**src/rtl/sort_result_drain_pkg.sv**
```systemverilog
// Shared definitions for the sort result drain.
//   OUTPUT_BUF_DATASIZE : element width of the softmax output buffer
//   SORT_NUM_PE         : default number of sort PEs (2 elements per PE)
//   sd_state_t          : drain FSM state encoding
package sort_result_drain_pkg;

  localparam int OUTPUT_BUF_DATASIZE = 32;
  localparam int SORT_NUM_PE         = 8;

  typedef enum logic {
    SD_IDLE   = 1'b0,
    SD_STREAM = 1'b1
  } sd_state_t;

endpackage

```
**src/rtl/sort_result_drain.sv**
```systemverilog
// Reader side of the systolic odd-even sort array. Snapshots the PE
// contents on sort_done, then streams the first k elements (ascending
// or descending) over a valid/ready handshake.
//
// state     | meaning
// ----------+------------------------------------------------------
// SD_IDLE   | waiting for sort_done; a k=0 capture pulses drain_done
// SD_STREAM | snapshot held, emitting one element per handshake
//
// Ports:
//   clk, rst          clock, async active-low reset
//   sort_done         array contents final this cycle (pulse)
//   array_data        concatenated PE contents, element i at i*DATA_W
//   top_k, descending drain length and order, sampled with sort_done
//   flush             synchronous abort of the current drain
//   m_valid/m_ready   output handshake
//   m_data, m_index   element value and array position
//   m_last            final element of the drain
//   busy              drain in progress
//   drain_done        pulse after the final handshake or a k=0 capture
//   overrun           sticky: sort_done arrived while busy
module sort_result_drain
  import sort_result_drain_pkg::*;
#(
  parameter int NUM_PE = SORT_NUM_PE,
  parameter int DATA_W = OUTPUT_BUF_DATASIZE,
  parameter int IDX_W  = $clog2(2*NUM_PE)
) (
  input  logic                       clk,
  input  logic                       rst,
  input  logic                       sort_done,
  input  logic [2*NUM_PE*DATA_W-1:0] array_data,
  input  logic [IDX_W:0]             top_k,
  input  logic                       descending,
  input  logic                       flush,
  output logic                       m_valid,
  input  logic                       m_ready,
  output logic [DATA_W-1:0]          m_data,
  output logic [IDX_W-1:0]           m_index,
  output logic                       m_last,
  output logic                       busy,
  output logic                       drain_done,
  output logic                       overrun
);

  localparam int N  = 2*NUM_PE;
  localparam int KW = IDX_W + 1;
  localparam logic [KW-1:0]    LP_N       = KW'(N);
  localparam logic [KW-1:0]    LP_ONE     = KW'(1);
  localparam logic [IDX_W-1:0] LP_TOP     = IDX_W'(N-1);
  localparam logic [IDX_W-1:0] LP_IDX_ONE = IDX_W'(1);

  sd_state_t            r_state;
  sd_state_t            w_state_nxt;
  logic [N*DATA_W-1:0]  r_snap;
  logic                 r_desc;
  logic [KW-1:0]        r_k;
  logic [KW-1:0]        r_cnt;
  logic [IDX_W-1:0]     r_index;
  logic [DATA_W-1:0]    r_data;
  logic                 r_valid;
  logic                 r_last;
  logic                 r_done;
  logic                 r_overrun;

  logic [KW-1:0]        w_k_eff;
  logic [IDX_W-1:0]     w_start;
  logic [IDX_W-1:0]     w_step;
  logic [KW-1:0]        w_cnt_nxt;
  logic                 w_hs;
  logic                 w_final;

  assign w_k_eff   = (top_k > LP_N) ? LP_N : top_k;
  assign w_start   = descending ? LP_TOP : '0;
  assign w_step    = r_desc ? (r_index - LP_IDX_ONE) : (r_index + LP_IDX_ONE);
  assign w_cnt_nxt = r_cnt + LP_ONE;
  assign w_hs      = r_valid & m_ready;
  assign w_final   = w_hs & r_last;

  always_comb begin
    w_state_nxt = r_state;
    case (r_state)
      SD_IDLE:   if (sort_done && (w_k_eff != '0)) w_state_nxt = SD_STREAM;
      SD_STREAM: if (w_final) w_state_nxt = SD_IDLE;
      default:   w_state_nxt = SD_IDLE;
    endcase
    if (flush) w_state_nxt = SD_IDLE;
  end

  always_ff @(posedge clk or negedge rst) begin
    if (!rst) r_state <= SD_IDLE;
    else      r_state <= w_state_nxt;
  end

  // m_data/m_index/m_last are loaded one step ahead so they stay
  // registered and only move on a handshake.
  always_ff @(posedge clk or negedge rst) begin
    if (!rst) begin
      r_snap    <= '0;
      r_desc    <= 1'b0;
      r_k       <= '0;
      r_cnt     <= '0;
      r_index   <= '0;
      r_data    <= '0;
      r_valid   <= 1'b0;
      r_last    <= 1'b0;
      r_done    <= 1'b0;
      r_overrun <= 1'b0;
    end else begin
      r_done <= 1'b0;
      if (flush) begin
        r_valid <= 1'b0;
        r_last  <= 1'b0;
      end else begin
        case (r_state)
          SD_IDLE: begin
            if (sort_done) begin
              r_snap <= array_data;
              r_desc <= descending;
              r_k    <= w_k_eff;
              r_cnt  <= '0;
              if (w_k_eff == '0) begin
                r_done <= 1'b1;
              end else begin
                r_valid <= 1'b1;
                r_index <= w_start;
                r_data  <= array_data[w_start*DATA_W +: DATA_W];
                r_last  <= (w_k_eff == LP_ONE);
              end
            end
          end
          SD_STREAM: begin
            // Includes sort_done coinciding with the final handshake.
            if (sort_done) r_overrun <= 1'b1;
            if (w_hs) begin
              if (r_last) begin
                r_valid <= 1'b0;
                r_last  <= 1'b0;
                r_done  <= 1'b1;
              end else begin
                r_cnt   <= w_cnt_nxt;
                r_index <= w_step;
                r_data  <= r_snap[w_step*DATA_W +: DATA_W];
                r_last  <= (w_cnt_nxt == (r_k - LP_ONE));
              end
            end
          end
          default: r_valid <= 1'b0;
        endcase
      end
    end
  end

  assign m_valid    = r_valid;
  assign m_data     = r_data;
  assign m_index    = r_index;
  assign m_last     = r_last;
  assign busy       = (r_state == SD_STREAM);
  assign drain_done = r_done;
  assign overrun    = r_overrun;

endmodule

```
**config.mk**
```make
export PLATFORM = sky130hd
export DESIGN_NAME = sort_result_drain
export DESIGN_NICKNAME = d
export VERILOG_FILES = /design/src/rtl/sort_result_drain_pkg.sv /design/src/rtl/sort_result_drain.sv
export SDC_FILE = /design/constraint.sdc
export NUM_CORES = 1
export LEC_CHECK = 0
export CORE_UTILIZATION = 46
export CTS_CLUSTER_SIZE = 25
export DETAILED_ROUTE_END_ITERATION = 16
export GPL_ROUTABILITY_DRIVEN = 0
export PLACE_DENSITY = 0.76
export SYNTH_ARGS = -nofsm -noshare
export SYNTH_HDL_FRONTEND = slang
export SYNTH_SLANG_ARGS = --single-unit
```
**constraint.sdc**
```tcl
create_clock -name clk -period 2.2 [get_ports clk]
set_input_delay 0.44 -clock clk [delete_from_list [all_inputs] [get_ports clk]]
set_output_delay 0.44 -clock clk [all_outputs]
set_load 0.03 [all_outputs]
```
**After elaboration in Yosys (flattened, before gate mapping)**

Cells that the tools add are included.

- Reductions and logical operators: 9
- Shifts and indexed selects: 2
- Order comparisons: 1
- Add/sub/neg operators: 4
- Bitwise gates (word level): 4
- Equal/unequal tests: 10
- Muxes and demuxes: 39

Operators by type and width:

| operator | number |
|---|---|
| variable part select 512 x 10 -> 32 bit | 2 |
| 2-to-1 mux 32 bit | 4 |
| case mux 32 bit (2 select lines) | 1 |
| 2-to-1 mux 4 bit | 6 |
| 2-to-1 mux 5 bit | 4 |
| 2-to-1 mux 1 bit | 18 |
| case mux 5 bit (2 select lines) | 1 |
| AND reduction 3 bit | 3 |
| case mux 1 bit (2 select lines) | 4 |
| case mux 4 bit (2 select lines) | 1 |
| AND reduction 4 bit | 2 |
| != test 2 bit, second input constant | 3 |
| != test 3 x 2 -> 1 bit, second input constant | 2 |
| != test 3 bit, second input constant | 2 |
| adder 5 x 1 -> 5 bit, second input constant | 1 |
| equality test 5 x 1 -> 1 bit, second input constant | 1 |
| equality test 5 bit | 1 |
| > comparator 5 bit, second input constant | 1 |
| logical NOT 5 bit | 1 |
| AND reduction 5 bit | 1 |
| nonzero test 5 bit | 1 |
| subtractor 5 x 1 -> 5 bit, second input constant | 1 |
| adder 4 x 1 -> 4 bit, second input constant | 1 |
| subtractor 4 x 1 -> 4 bit, second input constant | 1 |
| 4 further kinds | 6 |

- Word-level logic and storage cells: 80
- Input bits: 523
- Output and inout port bits: 41
- Flip-flop bits (word level): 564

**Depth between registers and ports, before layout**

Gate-level depths: netlist of the first run.

- Depth in word-level cells: 7
- Gate-level depth with buffers: 9
- Depth with buffers taken out: 7

**Worst setup path after synthesis of the first run**

No wires, ideal clock.

- Path kind: register -> register
- From: reg r_index[0], in the netlist m_index[0]
- To: reg r_data[22], in the netlist m_data[22]
- Setup time: 126 ps
- Slack: -350 ps
- Cell stages (with the launch flop): 8
- Path buffers: 2
- Clock period less this slack: 2,550 ps
- Data arrival time: 2,424 ps
- Cell sequence: dfrtp_1 -> fa_1 -> buf_2 -> clkbuf_1 -> mux4_2 -> nand2_1 -> a21oi_1 -> o32a_1

- Longest elaborated chain between the ends: 6
- Elaborated cells between the ends (all ways): 7

RTL lines:

| what | line | source |
|---|---|---|
| start, declared | sort_result_drain.sv:59 | `logic [IDX_W-1:0] r_index;` |
| start signal, assigned | sort_result_drain.sv:126 | `r_index <= w_start;` |
| start signal, assigned | sort_result_drain.sv:142 | `r_index <= w_step;` |
| adder 4 x 1 -> 4 bit or subtractor 4 x 1 -> 4 bit (tied branches) | sort_result_drain.sv:75 | `assign w_step = r_desc ? (r_index - LP_IDX_ONE) : (r_index + LP_IDX_ONE);` |
| 2-to-1 mux 4 bit (*) | sort_result_drain.sv:75 |  |
| variable part select 512 x 10 -> 32 bit (*) | sort_result_drain.sv:143 | `r_data <= r_snap[w_step*DATA_W +: DATA_W];` |
| 2-to-1 mux 32 bit (*) | sort_result_drain.sv:136 | `if (r_last) begin` |
| 2-to-1 mux 32 bit (*) | sort_result_drain.sv:135 | `if (w_hs) begin` |
| case mux 32 bit (2 select lines) (*) | sort_result_drain.sv:115 | `case (r_state)` |
| end signal, assigned | sort_result_drain.sv:127 | `r_data <= array_data[w_start*DATA_W +: DATA_W];` |
| end signal, assigned | sort_result_drain.sv:143 |  |
| end, declared | sort_result_drain.sv:60 | `logic [DATA_W-1:0] r_data;` |

Mark *: on every way between the ends. The rest lies on a longest branch, timed or not. The select of a mux whose other input is x is not followed.
A chain may end at the register's enable or synchronous reset.

**Final worst setup path of the first run**

- From: reg r_desc
- To: reg r_data[19], in the netlist m_data[19]

- Longest elaborated chain between the ends: 5

RTL lines:

| what | line | source |
|---|---|---|
| start, declared | sort_result_drain.sv:56 | `logic r_desc;` |
| start signal, assigned | sort_result_drain.sv:119 | `r_desc <= descending;` |
| 2-to-1 mux 4 bit | sort_result_drain.sv:75 |  |
| variable part select 512 x 10 -> 32 bit | sort_result_drain.sv:143 |  |
| 2-to-1 mux 32 bit | sort_result_drain.sv:136 |  |
| 2-to-1 mux 32 bit | sort_result_drain.sv:135 |  |
| case mux 32 bit (2 select lines) | sort_result_drain.sv:115 |  |

Every way passes these cells. The select of a mux whose other input is x is not followed.

==> results.md, run 1 <==
- Status: finished with violations
- Violated checks: setup timing
- Setup CP Type: reg2reg
- Slew Limit Fails: 0
- Slew margin rel.: about half
- Chip Height: 239 um
- Clk_lat worst skew: ~0.63 ns
- Gr busiest metal: met2
- Clock skew: 0.0372 ns
- Hold Vio Cnt, Final: 0
- PwrDens: between 1000 and 1500 mW/mm^2
- Yosys top cell by area: dfrtp_1
- Post-synth EDFFs: 0
- Pre-CTS setup slack: -0.497 ns
- DR iter-0 viols: around 3,400
- # setup viols final: 32
- H-tree Lvls: 2
- Crit Path Max Fanout: 7
- Post-route setup slack: -0.479 ns
- Placeable Area: 0.0553 sq mm
- Critical Path RT: around 2.7 ns
- Crit end category: register
- Post-synthesis cell area: 0.0259 sq mm
- Leakage power: between 15 and 20 nW
- Ys flop type: dfrtp_1
- Area Growth Syn to Fin: 38.1%
- Dpl hpwl: 79,600 um
- Yosys cell types: 46
- Final core occ: 64.6%
- Post-synthesis register bit count: between 500 and 600
- Global route overflow: 0
- Sequential cell area fraction in the yosys report: 54.6%
- GR Util met2: 53.0%
- Cell with the most instances after synthesis: nand2_1
- Met1 Use GR: 50.6%
- Post-route cell area: about 0.036 sq mm
- Initial Util: 46.8%
- Layout cell share with drive strength beyond 1: 13.3%
- Max Root-Sink Buffers: 3
- Maximum clock rate: 0.373 GHz
- DR DRC count: 0
- Top cell type's share of synthesized area: 54.6%
- Hold Slack: 0.335 ns
- Peak supply drop: 0.00107 V
- Detail Route Antenna Nets: 0
- Crit path time final: 2.68 ns
- WL per Instance: 25.6 um
- Port bufs: 563
- Via count: between 20,000 and 25,000
- # fillers: 4,286
- Commonest cells post-synth: nand2_1, dfrtp_1, clkbuf_1
- Post-synth net total: between 3,000 and 4,000
- Synthesized area per cell: 9.23 sq um
- RSZ-0062 raised after global routing: true
- Gr usage total: 36.8%
- CTS tree: yes
- Final net count: 3,890
- Clk sinks: 564
- Register area: 0.0141 sq mm
- Hold crit path type: in2async
- Ys Warns: 0
- Num CTS Buffers: 57
- Syn Inst Count: 2,802
- Initial DRT Pass Iterations: 6
- Die span in x: 239 um
- Largest net degree at the start of global routing: 120
- Arrival @ worst endpoint: 3.20 ns
- GR Layer Usage met3: between 10 and 15%
- Vias in the first global route: 22,951
- First-pass GRT wire length: 152,000 um
- Max Cap Violations: 0
- Vias per inst: about 5.7
- Worst-margin pin slew: between 0.7 and 0.8 ns
- DRT Wirelength: 106,000 um
- Clock Root Buffer: clkbuf_16
- Critical path startpoint category: register
- Post-route clock period utilization: 122%
- Die area: between 0.05 and 0.06 sq mm
- CTS clock-pin slew for the worst setup and hold paths: 0.07 ns
- Main area contributors after synthesis: dfrtp_1, nand2_1, mux4_2
- # IOs: 564
- Post-synth ARST share: 100%
- Initial antenna violation count: 19
- FP Rows: 86
- Multi-input combinational cell area: 0.0113 sq mm
- Post-DP Area: 0.0329 sq mm
- Final TNS setup: -12.86 ns
-- worst max-delay path, cell delays in order, from the launching register on --
cell,delay (ns)
dfrtp_1,0.41
fa_4,0.88
clkbuf_16,0.20
buf_12,0.13
mux4_2,0.28
nand2_1,0.08
a21oi_1,0.19
o32a_1,0.39
-- area by class of cell --
class	instances	area share, %
Sequential cell	564	39.5
Multi-Input combinational cell	2052	31.7
Timing Repair Buffer	683	20.4
Clock buffer	80	4.63
Tap cell	748	2.62
Clock inverter	19	1.06
Antenna cell	10	0.0701
Inverter	4	0.0420
-- layout by cell type, fill, tap and decap left out, drive strengths merged, types with 4 or more instances in the layout --
master,netlist,final
dlymetal6s2s,0,11
o21ai,43,43
clkdlybuf4s50,0,533
diode,0,10
dlygate4sd2,0,15
mux4,128,128
nand3,4,4
bufinv,0,11
xor2,5,5
nand2,1680,1680
nor2,9,9
clkinv,0,6
o32a,32,32
dfrtp,564,564
mux2i,33,33
clkbuf,137,87
buf,45,115
ha,4,4
xnor2,9,9
inv,4,6
a21oi,70,70
-- path summary, 6_finish.rpt --
path                       slack (ns)           to  cells after the start   startpoint
setup / recovery                -0.48   m_data[19]                      7       r_desc
hold / removal                   0.34  r_snap[119]                      2          rst
setup reg to reg                -0.48   m_data[19]                      7       r_desc
hold reg to reg                  0.47  r_snap[200]                      2  r_snap[200]
max in group asynchronous        1.06  r_snap[386]                      3          rst
min in group clk                 0.34       r_desc                      4   descending
-- where the power goes --
part	internal, mW	switching, mW
Combinational	7.10	8.00
Clock	6.49	4.23
Sequential	12.2	1.73
-- registers in the layout, summed over array words and instances (netlist names) --
| name | cells |
|---|---|
| r_snap | 512 |
| m_data | 32 |
| r_cnt | 5 |
| r_k | 5 |
| m_index | 4 |
| busy | 1 |
| drain_done | 1 |
| m_last | 1 |
| m_valid | 1 |
| overrun | 1 |
| r_desc | 1 |
-- metal layers --
| layer | wire length (um) | vias to the layer above |
|---|---|---|
| met1 | 40500 | 11616 |
| met3 | 14200 | 324 |
| met5 | 113 | - |
| met4 | 6120 | 18 |
| li1 | - | 10156 |
| met2 | 45600 | 1736 |
-- cell families (layout without fill, tap and decap cells) --
| group | after synthesis | in the layout | share of synthesized area (%) |
|---|---|---|---|
| xor+xnor | 14 | 14 | 0.503 |
| fa+ha+maj | 5 | 5 | 0.271 |
| mux | 164 | 164 | 12.6 |
| flops | 564 | 564 | 54.6 |
| compound gates | 158 | 158 | 3.83 |
| simple gates | 1711 | 1711 | 25.1 |
| other cells | 0 | 10 | 0 |
| buf+inv | 186 | 786 | 3.15 |
-- what timing repair did --
| action | 4_1_cts | 5_1_grt |
|---|---|---|
| gates resized for setup | 85 | 53 |
| hold endpoints to repair | 28 | 0 |
| pin swaps | 12 | 32 |
| endpoints found under the setup margin | 48 | 44 |
| cloned | 5 | 7 |
| hold buffers | 1 | 0 |
| setup buffers | 4 | 3 |
-- metrics by stage --
step / power (mW) / instances
2_1_floorplan: 21.0 / 2802
3_3_place_gp: 26.1 / 4031
3_5_place_dp: 26.3 / 4031
4_1_cts: 38.2 / 4140
5_1_grt: 40.9 / 4155
6_report: 39.7 / 4160
Note: power is estimated with default switching activity, not from simulation.
==> inputs of run 2 (changes only) <==
--- a/config.mk
+++ b/config.mk
@@ -5,6 +5,7 @@
 export SDC_FILE = /design/constraint.sdc
 export NUM_CORES = 1
 export LEC_CHECK = 0
+export CORE_MARGIN = 2
 export CORE_UTILIZATION = 46
 export CTS_CLUSTER_SIZE = 25
 export DETAILED_ROUTE_END_ITERATION = 16
==> results.md, run 2 (synthesis results as in run 1) <==
- Num CTS Buffers: 55 (-3.5%)
- Sequential power share: 34.2% (-0.8 points)
- Post-route cell area: 0.0361 sq mm (+1.0%)
- # setup viols final: 33 (+3.1%)
- Crit path time final: 2.84 ns (+0.156 ns)
- Crit Path Max Fanout: 5 (-2)
- First-pass GRT wire length: 152,000 um (+0.33%)
- Maximum clock rate: 0.353 GHz (-5.5%)
- Die area: 0.0582 sq mm (+1.7%)
- Via count: 23,941 (+0.38%)
- Commonest non-fill, non-tap cells in the layout: nand2_1, dfrtp_1, clkdlybuf4s50_1, mux4_2, buf_4
- Crit path launch: m_index[0]
- Clock Root Buffer: clkbuf_16
- CTS tree: yes
- H-tree Lvls: 2 (unchanged)
- Reg-to-reg startpoint: m_index[0]
- Port bufs: 563 (unchanged)
- Initial DRT Pass Iterations: 6 (unchanged)
- Sw Share: 35.8% (+0.66 points)
- Hold Vio Cnt, Final: 0 (unchanged)
- Dpl hpwl: 79,400 um (-0.20%)
- Post-DP Area: 0.0330 sq mm (+0.37%)
- Leakage power: 17.3 nW (+0.86%)
- Vias in the first global route: 22,901 (-0.22%)
- Psw: 14.5 mW (+4.1%)
- PwrDens: 1130 mW/mm^2 (+1.1%)
- Detail Route Antenna Nets: 0 (unchanged)
- Internal power: 26.1 mW (+1.1%)
- Status: finished with violations
- Clk_lat worst skew: 0.65 ns (+0.02 ns)
- Critical Path RT: 2.73 ns (about the same)
- Worst-margin pin slew: 0.528 ns (-0.206 ns)
- Largest net degree at the start of global routing: 80 (-33%)
- Critical path startpoint category: register
- # fillers: 4,283 (-0.070%)
- Most flops, register: r_snap
- CTS clock-pin slew for the worst setup and hold paths: 0.07 ns (about the same)
- Initial antenna violation count: 20 (+1)
- Peak supply drop: 0.000918 V (-14%)
- Post-route setup slack: -0.636 ns (-0.156 ns)
- Max Root-Sink Buffers: 3 (unchanged)
- Violated checks: setup timing
- Number of flip-flops under the largest register name: 512 (unchanged)
- Hold Slack: 0.314 ns (-0.0210 ns)
- Chip Height: 241 um (+0.84%)
- Gr usage total: 36.4% (-0.37 points)
- Arrival @ worst endpoint: 3.36 ns (+0.16 ns)
- Placeable Area: 0.0553 sq mm (unchanged)
- DR DRC count: 0 (unchanged)
- DR iter-0 viols: 3,260 (-2.9%)
- Crit end category: register
- Layout cell share with drive strength beyond 1: 14.2% (+0.92 points)
- # IOs: 564 (unchanged)
- Hold crit path type: in2async
- FP Rows: 86 (unchanged)
- Final net count: 3,916 (+0.67%)
- Vias per inst: 5.71 (-0.36%)
- Clk sinks: 564 (unchanged)
- Clock skew: 0.0198 ns (-0.0174 ns)
- Post-route clock period utilization: 129% (+7.1 points)
- Area Growth Syn to Fin: 39.5%
- Initial Util: 46.8% (unchanged)
- Global route overflow: 0 (unchanged)
- Commonest non-fill, non-tap cell in the layout: nand2_1
- Clock power share: 25.0% (-2.0 points)
- Comb power frac: 40.8% (+2.8 points)
- RSZ-0062 raised after global routing: true
- Die span in x: 241 um (+0.84%)
- Setup CP Type: reg2reg
- Max Cap Violations: 0 (unchanged)
- Slew Limit Fails: 0 (unchanged)
- Slew margin rel.: 64.9% (+14 points)
- WL per Instance: 25.5 um (-0.25%)
- DRT Wirelength: 107,000 um (+0.49%)
run 2: cell count changes in the layout (fill, tap and decap cells not counted), sizes merged:
cell / change
buf: +30
clkinv: +11
dlygate4sd2: +8
dlymetal6s2s: -7
bufinv: -5
clkdlybuf4s50: -2
diode: -2
clkbuf: -1
inv: -1
run 2: per-layer routing:
metal / GRT usage, % / up-vias / wire length (um)
met5: 0 / - / 130
met4: 18.1 / 20 / 6040
met3: 10.8 / 356 / 14500
met2: 52.3 / 1758 / 45900
met1: 50.6 / 11564 / 40400
li1: - / 10243 / -
run 2: cell type report:
type	count	area (sq um)	share of cell area [%]
Sequential cell	564	14100	39.1
Multi-Input combinational cell	2052	11300	31.4
Timing Repair Buffer	711	7720	21.4
Clock buffer	80	1620	4.49
Tap cell	748	936	2.59
Clock inverter	24	312	0.864
Antenna cell	8	20.0	0.0555
Inverter	4	15.0	0.0416
run 2: timing repair:
item | CTS | global route
endpoints found under the setup margin | 56 | 39
gates resized for setup | 104 | 64
endpoints found under the hold margin | 31 | 0
pin swaps | 22 | 44
hold buffers | 1 | 0
cloned | 14 | 7
buffers inserted | 11 | 6
run 2: worst paths after layout:
| kind | to | slack, ns | depth (start not counted) |
|---|---|---|---|
| setup / recovery | m_data[25] | -0.64 | 8 |
| hold / removal | r_snap[47] | 0.31 | 2 |
| setup reg to reg | m_data[25] | -0.64 | 8 |
| hold reg to reg | r_snap[23] | 0.47 | 2 |
| max in group asynchronous | m_index[0] | 0.99 | 3 |
| min in group clk | r_snap[109] | 0.32 | 3 |
run 2: metrics by stage:
stage / total power, mW / setup TNS [ns] / worst slack, ns / std cells / utilization (%)
2_1_floorplan: 21.0 / -0.848 / -0.0344 / 2802 / -
3_3_place_gp: 26.1 / -15.07 / -0.426 / 4044 / 59.6
3_5_place_dp: 26.3 / -17.76 / -0.508 / 4044 / 59.6
4_1_cts: 38.9 / -13.98 / -0.485 / 4173 / 64.5
5_1_grt: 41.9 / -17.71 / -0.700 / 4188 / 65.2
6_report: 40.6 / -16.39 / -0.636 / 4191 / 65.2
run 2: critical path, cell delays in order, from the launching register on:
cell and delay [ns]:
dfrtp_4 0.48, fa_4 0.87, buf_12 0.15, buf_12 0.14, clkbuf_16 0.15, mux4_2 0.30, nand2_2 0.12, a21oi_2 0.14
o32a_1 0.36
run 2: power groups by stage:
stage	sequential (mW)	clock [mW]	combinational (mW)
6_report	13.9	10.1	16.6
3_3_place_gp	14.0	0	12.1
2_1_floorplan	13.5	0	7.42
3_5_place_dp	13.9	0	12.4
4_1_cts	13.7	10.1	15.0
5_1_grt	13.9	10.6	17.4
==> patch: new RTL, settings of run 2 <==
Reset style: synchronous (`rst`), changed in 2 clocked blocks. Comments in the files are not updated.
--- a/src/rtl/sort_result_drain.sv
+++ b/src/rtl/sort_result_drain.sv
@@ -87,14 +87,14 @@
     if (flush) w_state_nxt = SD_IDLE;
   end
 
-  always_ff @(posedge clk or negedge rst) begin
+  always_ff @(posedge clk) begin
     if (!rst) r_state <= SD_IDLE;
     else      r_state <= w_state_nxt;
   end
 
   // m_data/m_index/m_last are loaded one step ahead so they stay
   // registered and only move on a handshake.
-  always_ff @(posedge clk or negedge rst) begin
+  always_ff @(posedge clk) begin
     if (!rst) begin
       r_snap    <= '0;
       r_desc    <= 1'b0;
Check against the original RTL: not settled (the Yosys comparison gave no result); the edit may change what the design does.
==> patch against run 2 <==
Sequential cell count unchanged. Highest routed layer unchanged. Global-route usage down 1.8 points. Critical path depth down 1. Critical endpoint is now m_data[10]$_SDFFE_PN0P_. Area after synthesis down 2.3%. Wire length down 6.0%. The run still ends with setup timing left. Cell area down 4.3%. Non-clock buffer count down 26. Setup slack worse by 0.14 ns.
Power is not compared: it rests on default switching activity, and its combinational part moved more than twofold at a synthesized area within 25%.
==> patch: results (changes against run 2) <==
| Metric | Value |
|---|---|
| CP max stage delay | 0.89 ns (+0.02 ns) |
| WHS | 0.147 ns (-0.167 ns) |
| Post-CTS sizing | 56 (-46%) |
| DRT Pass-1 Iters | 9 (+3) |
| Post-Synthesis Cells | 2767 (-1.2%) |
| Pleak | around 12 nW |
| Most frequent cells after synthesis | nand2_1, dfxtp_1, a21boi_0, clkbuf_1, mux4_2 |
| Clock-pin slew on the worst setup and hold paths | 0.06 ns |
| Finish-stage setup viols | 32 (-3.0%) |
| First-pass GRT wire length | 145000 um (-4.6%) |
| Via count | 23419 (-2.2%) |
| HPWL Detailed | 77600 um (-2.3%) |
| Vias per cell | 5.81 (+1.7%) |
| Num CTS Buffers | 57 (+3.6%) |
| Final nets | 3804 (-2.9%) |
| Setup Fix Bufs, Post-CTS | 7 (-4) |
| Final Skew | 0.0414 ns (+0.0215 ns) |
| Placed insts | 3904 (-3.5%) |
| Routed WL | 101000 um (-6.0%) |
| Fraction of layout cells with a size suffix above 1 | 13.7% (-0.53 points) |
| Tightest Hold Check Type | input pin to register |
| Largest buffer count on any clock path | 3 (unchanged) |
| Post-Syn Nets | 3295 (-1.1%) |
| Area after DPL | 32200 sq um (-2.3%) |
| Synth async-reset ratio | 0% (-100 points) |
| H-tree levels | 2 (unchanged) |
| Place WS | -0.807 ns (-0.299 ns) |
| Status | finished, violations left |
| GR Util All Layers | 34.6% (-1.8 points) |
| Number of flip-flops in the largest register | 512 (unchanged) |
| Critical Path Fanout Max | 18 (+13) |
| Sequential fraction of the synthesis area | 44.7% (-9.9 points) |
| Worst rel slew slack | 21.9% (-43 points) |
| Critical Path AT | 3.49 ns (+0.13 ns) |
| Initial antenna violation count | 25 (+25%) |
| Violated checks | setup timing |
| Post-route setup slack | -0.779 ns (-0.143 ns) |
[patch: area by class of cell]
type	instances	area, sq um
fill	4184	19600
sequential	564	11300
tap	696	871
clock inverter	25	322
timing repair buffer	685	7160
inverter	5	18.8
clock buffer	78	1620
multi-input combinational	1963	13200
antenna	16	40.0
[patch: metal layers]
| layer | global-route usage, % | routed length, um |
|---|---|---|
| met4 | 24.1 | 8120 |
| met2 | 50.9 | 42400 |
| met1 | 44.5 | 39000 |
| met3 | 8.82 | 10900 |
| met5 | 0 | 114 |
[patch: power by group through the flow]
stage                     sequential [mW]  clock (mW)  combinational, mW
after floorplan                      11.2           0               2.12
after global placement               11.3           0               4.09
after detailed placement             11.3           0               4.18
after CTS                            11.1        10.1               4.35
after global routing                 11.1        10.5               4.69
final                                11.1        10.0               4.44
[patch: kinds of logic (layout without fill, tap and decap cells)]
family | count (synthesis) | after routing | synth area share, %
flip-flops | 564 | 564 | 44.7
AO/OA/AOI/OAI | 637 | 637 | 18.5
adder cells (fa/ha/maj) | 5 | 5 | 0.277
multiplexers | 227 | 227 | 15.8
AND/OR/NAND/NOR | 1081 | 1081 | 16.4
XOR/XNOR | 13 | 13 | 0.450
other | 0 | 16 | 0
buffers and inverters | 240 | 793 | 3.92
[patch: final timing paths]
path | cells after the start | startpoint | to
setup / recovery | 7 | r_desc$_SDFFE_PN0P_ | m_data[10]$_SDFFE_PN0P_
hold / removal | 2 | rst | r_snap[67]$_SDFFE_PN0P_
setup reg to reg | 7 | r_desc$_SDFFE_PN0P_ | m_data[10]$_SDFFE_PN0P_
hold reg to reg | 2 | r_snap[384]$_SDFFE_PN0P_ | r_snap[384]$_SDFFE_PN0P_
